==> config.mk <==
export PLATFORM = sky130hd
export DESIGN_NAME = rf_writeback_buffer
export DESIGN_NICKNAME = d
export VERILOG_FILES = /design/src/rtl/rf_writeback_buffer.sv
export SDC_FILE = /design/constraint.sdc
export NUM_CORES = 1
export LEC_CHECK = 0
export ABC_CLOCK_PERIOD_IN_PS = 3800
export BUFFER_PORTS_ARGS = -buffer_cell sky130_fd_sc_hd__buf_4
export CAP_MARGIN = 10
export CORE_ASPECT_RATIO = 2
export CORE_MARGIN = 1
export CORE_UTILIZATION = 55
export CTS_BUF_LIST = sky130_fd_sc_hd__clkbuf_4
export DETAILED_ROUTE_END_ITERATION = 12
export PLACE_DENSITY = 0.75
export REMOVE_ABC_BUFFERS = 1
export SLEW_MARGIN = 20
export SYNTH_ARGS = -nofsm -noshare
export SYNTH_HDL_FRONTEND = slang
export SYNTH_SLANG_ARGS = --single-unit
==> constraint.sdc <==
create_clock -name clk -period 3.8 [get_ports clk]
set_input_delay 0.76 -clock clk [delete_from_list [all_inputs] [get_ports clk]]
set_output_delay 0.76 -clock clk [all_outputs]
set_load 0.05 [all_outputs]
==> src/rtl/rf_writeback_buffer.sv <==
// In-order write-back queue in front of the register file write port (WE3/A3/WD3),
// with youngest-match bypass of queued results to the two decode read addresses.
module rf_writeback_buffer #(
    parameter int DEPTH = 4,
    parameter int XLEN  = 32,
    parameter int AW    = 5
) (
    input  logic                       clk,
    input  logic                       rst,
    input  logic                       in_valid,
    output logic                       in_ready,
    input  logic [AW-1:0]              in_rd,
    input  logic [XLEN-1:0]            in_data,
    input  logic                       rf_hold,
    output logic                       WE3,
    output logic [AW-1:0]              A3,
    output logic [XLEN-1:0]            WD3,
    input  logic [AW-1:0]              lk_a1,
    input  logic [AW-1:0]              lk_a2,
    output logic                       hit1,
    output logic                       hit2,
    output logic [XLEN-1:0]            fwd1,
    output logic [XLEN-1:0]            fwd2,
    output logic [$clog2(DEPTH):0]     count
);

    localparam int PW = $clog2(DEPTH);
    localparam int CW = PW + 1;

    logic [AW-1:0]   ent_rd   [DEPTH];
    logic [XLEN-1:0] ent_data [DEPTH];
    logic [PW-1:0]   head;
    logic [PW-1:0]   tail;
    logic            nonempty;
    logic            full;
    logic            accept;
    logic            push;
    logic            pop;

    assign nonempty = (count != '0);
    assign full     = (count == CW'(DEPTH));

    // Ready is a function of occupancy only; a full queue never passes through.
    assign in_ready = ~rst & ~full;
    assign accept   = in_valid & in_ready;
    // Writes to x0 complete the handshake but are dropped here.
    assign push     = accept & (in_rd != '0);

    assign WE3 = ~rst & nonempty & ~rf_hold;
    assign pop = WE3;
    assign A3  = nonempty ? ent_rd[head]   : '0;
    assign WD3 = nonempty ? ent_data[head] : '0;

    always_ff @(posedge clk) begin
        if (rst) begin
            head  <= '0;
            tail  <= '0;
            count <= '0;
        end else begin
            if (push) begin
                tail <= tail + 1'b1;
            end
            if (pop) begin
                head <= head + 1'b1;
            end
            case ({push, pop})
                2'b10:   count <= count + 1'b1;
                2'b01:   count <= count - 1'b1;
                default: count <= count;
            endcase
        end
    end

    // Payload storage carries no reset; occupancy alone decides what is live.
    always_ff @(posedge clk) begin
        if (push) begin
            ent_rd[tail]   <= in_rd;
            ent_data[tail] <= in_data;
        end
    end

    // Walk oldest to youngest so the last match seen is the youngest one.
    always_comb begin
        hit1 = 1'b0;
        hit2 = 1'b0;
        fwd1 = '0;
        fwd2 = '0;
        for (int i = 0; i < DEPTH; i++) begin
            if (CW'(i) < count) begin
                if (lk_a1 != '0 && ent_rd[head + PW'(i)] == lk_a1) begin
                    hit1 = 1'b1;
                    fwd1 = ent_data[head + PW'(i)];
                end
                if (lk_a2 != '0 && ent_rd[head + PW'(i)] == lk_a2) begin
                    hit2 = 1'b1;
                    fwd2 = ent_data[head + PW'(i)];
                end
            end
        end
    end

    always_ff @(posedge clk) begin
        if (!rst) begin
            assert (count <= CW'(DEPTH))
                else $error("occupancy above DEPTH");
            assert (!(push && full))
                else $error("push into full queue");
            assert (!(pop && !nonempty))
                else $error("pop from empty queue");
        end
    end

endmodule
==> key figures, run 1 <==
Die
  • Die H: 204 um
  • IO Count: 159
  • Die width: around 100 um
  • # rows: 73
  • Starting Density: 0.563

Synth
  • Mean Syn Cell Area: ~12 um2
  • Synth top cells by count: edfxtp_1 (148), mux4_2 (88), clkbuf_1 (63), nor2_1 (42), nand2_1 (40)
  • Post-Syn Instances: 955
  • Post-synth top area share: 0.395
  • Cell with the most instances after synthesis: edfxtp_1
  • Largest area contributor in the netlist: edfxtp_1
  • Yosys reg bits: 157
  • Synth top area cells: edfxtp_1 (39%), mux4_2 (18%), mux2i_1 (3.1%), mux2_2 (2.8%), nor3_2 (2.6%)
  • Library cells used by synthesis: 46
  • Mapped cell area: 0.0113 mm2
  • Number of flops mapped to enable cells by yosys: 148
  • Synth warnings: 0
  • Sequential cell area fraction in the yosys report: 0.411
  • Synth Flop Type: edfxtp_1
  • Asr flop ratio synth: 0

Global route
  • Overflow after GRT: 1
  • GRT Overall Usage: 0.401
  • Initial antenna violation count: 3
  • Pin count of the biggest net entering global routing: 69

Clocking
  • TritonCTS buffer count: 17
  • Clock Tree Buf Depth: 2
  • H-tree lvl count: 4
  • Clock root buffer: clkbuf_4
  • CTS Sinks: between 150 and 200

Placement
  • Routability cong.: 1.00
  • Dpl hpwl: 22700 um
  • PortBufs: 158

STA
  • Worst ep type: top-level output
  • Crit. endpoint post-GRT repair: fwd1[16]

Outcome
  • Error msg: [ERROR GRT-0232] Routing congestion too high. Check the congestion heatmap in the GUI.
  • Status: stopped before the end
  • Fail Step: global routing (5_1_grt)
timing repair:
item                                    CTS
endpoints found under the setup margin   66
cloned                                    7
hold buffers                              0
gates resized for setup                 178
pin swaps                                53
setup buffers                            26
metrics by stage:
step	area, um2	util	cells	setup slack, ps
4_1_cts	14400	0.720	1380	-331
3_5_place_dp	12800	0.641	1315	46.3
3_3_place_gp	12800	0.641	1315	78.3
2_1_floorplan	10800	-	852	-5780
routing by layer:
metal,GRT overflow,track usage
met2,1,0.659
met4,0,0.278
met3,0,0.106
met5,0,0
met1,0,0.444
cell families after synthesis:
group | Yosys count | share of synthesized area
AND/OR/NAND/NOR | 247 | 0.134
AO/OA/AOI/OAI | 237 | 0.133
flip-flops | 157 | 0.411
multiplexers | 151 | 0.235
buffers and inverters | 112 | 0.0442
XOR/XNOR | 42 | 0.0327
adder cells (fa/ha/maj) | 9 | 0.0100
==> run 2, diff against run 1 <==
--- a/config.mk
+++ b/config.mk
@@ -8,12 +8,10 @@
 export ABC_CLOCK_PERIOD_IN_PS = 3800
 export BUFFER_PORTS_ARGS = -buffer_cell sky130_fd_sc_hd__buf_4
 export CAP_MARGIN = 10
-export CORE_ASPECT_RATIO = 2
 export CORE_MARGIN = 1
-export CORE_UTILIZATION = 55
-export CTS_BUF_LIST = sky130_fd_sc_hd__clkbuf_4
+export CORE_UTILIZATION = 40
 export DETAILED_ROUTE_END_ITERATION = 12
-export PLACE_DENSITY = 0.75
+export PLACE_DENSITY_LB_ADDON = 0.15
 export REMOVE_ABC_BUFFERS = 1
 export SLEW_MARGIN = 20
 export SYNTH_ARGS = -nofsm -noshare
==> run 2 against run 1 <==
- the flow now finishes, with violations (design-rule violations, negative setup slack)
- synthesized cell count unchanged
- area after synthesis unchanged
==> key figures, run 2 <==
Die
  • Core Area: 0.0277 mm2
  • # rows: 61
  • Die H: ~170 um
  • Starting Density: 0.406
  • Die width: 170 um
  • Die Footprint: 0.0288 mm2
  • IO Count: 159

Worst setup path
  • Crit Path Category: reg -> out
  • CP Data Required Time: 3040 ps
  • Worst setup path start: head[0]
  • R2R Path Start: count[0]
  • CP cell instances: buf_6 > mux4_2 > xnor2_2 > nand4_1 > or4b_4 > buf_12 > buf_12 > nor3_4 > a211oi_4 > buf_6
  • Worst EP arrival: 3290 ps
  • Reg2Reg Setup Slack: 1170 ps
  • Reg2reg end: ent_data[1][19]
  • Critical Path Max Stage Delay: 640 ps
  • Crit. End Element: output port
  • R2r worst-path depth: 8
  • Crit path capture: fwd1[16]
  • Crit path max fanout: 7
  • Setup crit start kind: register
  • Slowest-stage cell, CP: or4b_4

Global route
  • GRT Overall Usage: 0.271
  • First-pass GRT wire length: 57300 um
  • Pin count of the biggest net entering global routing: 67
  • Initial antenna violation count: 0
  • Vias in the first global route: 9330
  • Overflow after GRT: 0

Route
  • Number of remaining DRC errors: 2
  • Top routing layer in use: met4
  • Post-DR vias/cell: ~6.3
  • DR WL met2: roughly 20000 um
  • Routed len/inst: 25.9 um
  • Post-route ant nets: 0
  • Initial DRT Pass Iterations: 10
  • Routed wire length: about 40000 um
  • Initial drt markers: 1100
  • WL met3: 3210 um
  • DR vias: 9645
  • WL met1: 16200 um

Final layout
  • Nets: around 1200
  • ANT cells: 0
  • Highest-count cells in the layout ignoring fill and taps: buf_4 (179), edfxtp_1 (148), mux4_2 (88), buf_6 (59)
  • Synth-to-layout area growth: 39.8%
  • Final std cells w/o fill: roughly 1500
  • Top flop regs: ent_data x128, ent_rd x20, count x3
  • Layout cells sized above 1: 0.494
  • Design Area, Final: 0.0157 mm2
  • Top reg by flops: ent_data
  • Most common cell after layout, fill and taps aside: buf_4
  • Max reg flops: between 100 and 150

STA
  • Final min period: slightly above 4000 ps
  • Final period utilization: 1.07
  • Worst-margin pin slew: 748 ps
  • Max Clock Freq: about 250 MHz
  • Final slew viol count: 0
  • Fin Clk Skew: roughly 6.7 ps
  • Slew Limit Headroom: 0.501
  • RSZ-0062 raised after global routing: true
  • Endpoints failing hold: 0
  • Final setup violation count: 64
  • PnR worst setup slack: -250 ps

Clocking
  • CTS Sinks: 157
  • Reg clk slew, reported paths: ~60 ps
  • H-tree lvl count: 4
  • Skew-Pair Late Insertion Delay: 430 ps
  • CTS tree: built
  • Clock root buffer: clkbuf_16
  • Clock Tree Buf Depth: 2
  • TritonCTS buffer count: 17
  • Hold-fix buffers at CTS: 0

Synth
  • Number of flops mapped to enable cells by yosys: 148
  • Cell with the most instances after synthesis: edfxtp_1
  • Main combinational cell family by area after synthesis: multiplexers
  • Sequential cell area fraction in the yosys report: 0.411
  • Library cells used by synthesis: 46
  • Synth top area cells: edfxtp_1 (39%), mux4_2 (18%), mux2i_1 (3.1%), mux2_2 (2.8%), nor3_2 (2.6%)
  • Mean Syn Cell Area: about 12 um2
  • Mux cell area share after synthesis: 0.235
  • Mapped cell area: 0.0113 mm2
  • Post-synth top area share: 0.395
  • XOR/XNOR Fraction of Synth Area: 0.0327
  • Post-Syn Instances: 955
  • Synth top cells by count: edfxtp_1 (148), mux4_2 (88), clkbuf_1 (63), nor2_1 (42), nand2_1 (40)
  • Asr flop ratio synth: 0
  • Synth warnings: 0
  • Largest area contributor in the netlist: edfxtp_1
  • Synth Area in Compound Gates: 0.133
  • Post-Synth Adder-Cell Area: 0.0100
  • Synth Area in Simple Gates: 0.134
  • Yosys reg bits: 157
  • Synth Flop Type: edfxtp_1

Power and ir drop
  • Power per cell area: 366 mW/mm2
  • P_leak: 5.34 nW
  • Max VDD drop: approximately 0.34 mV

Placement
  • Placed cell area: 0.0132 mm2
  • DP Cell Count: around 1500
  • PortBufs: 158
  • Post-Place Worst Slack: -108 ps
  • Dpl hpwl: 23700 um
  • Routability cong.: 0.919

Hold path
  • HP Class: in -> reg

Outcome
  • Failing checks: design-rule violations, negative setup slack
  • Status: complete, but fails checks

Run
  • Max cap viols: 0
[run 2: final cells by class]
| type | instances | area [um2] |
|---|---|---|
| Fill cell | 2285 | 12000 |
| Inverter | 9 | 33.8 |
| Sequential cell | 157 | 4640 |
| Clock inverter | 11 | 169 |
| Timing Repair Buffer | 279 | 2880 |
| Tap cell | 378 | 473 |
| Clock buffer | 21 | 450 |
| Multi-Input combinational cell | 686 | 7100 |
[run 2: routing by layer]
metal  track usage  up-vias
met2         0.448      474
met3        0.0448       81
met4        0.0983        0
met1         0.357     4889
li1              -     4201
met5             0        -
[run 2: repair_timing]
action	CTS	global route
setup buffers	21	25
gates cloned	8	6
setup endpoints to repair	65	66
gates resized for setup	173	89
pin swaps	69	36
[run 2: stage by stage]
| step | hold WS (ps) | setup TNS, ps | total power [mW] | util |
|---|---|---|---|---|
| after floorplan | 506 | -361230 | 3.26 | - |
| after global placement | 538 | -199 | 3.78 | 0.476 |
| after detailed placement | 548 | -253 | 3.78 | 0.476 |
| after CTS | 514 | -6320 | 5.68 | 0.543 |
| after global routing | 511 | -14550 | 5.95 | 0.568 |
| final | 525 | -8720 | 5.75 | 0.568 |
[run 2: where the power goes]
part | switching (mW) | internal, mW
Combinational | 1.19 | 0.765
Sequential | 0.0488 | 1.95
Clock | 0.680 | 1.12
[run 2: how the worst min path moves through the flow]
| stage | end | cells past startpoint | start | slack, ps |
|---|---|---|---|---|
| finish | ent_data[0][18] | 1 | in_data[18] | 520 |
| global route | ent_data[2][17] | 1 | in_data[17] | 510 |
| CTS | ent_data[0][18] | 1 | in_data[18] | 510 |
| detailed placement | tail[1] | 2 | tail[1] | 550 |
| global placement | tail[1] | 2 | tail[1] | 540 |
| floorplan | tail[1] | 2 | tail[1] | 510 |
[run 2: logic make-up after synthesis]
family,after synthesis
AOI/OAI and AO/OA,237
xor gates and xnor gates,42
adders and majority gates,9
buffers and inverters,112
DFF,157
muxes,151
and+or+nand+nor,247
[run 2: worst max-delay path: cells and delay by family (launching register included)]
kind | cells | cell delay, ps
simple gates | 3 | 980
buf+inv | 4 | 640
mux | 1 | 550
flops | 1 | 380
xor+xnor | 1 | 210
compound gates | 1 | 70
Power figures use the tool's default switching activity.
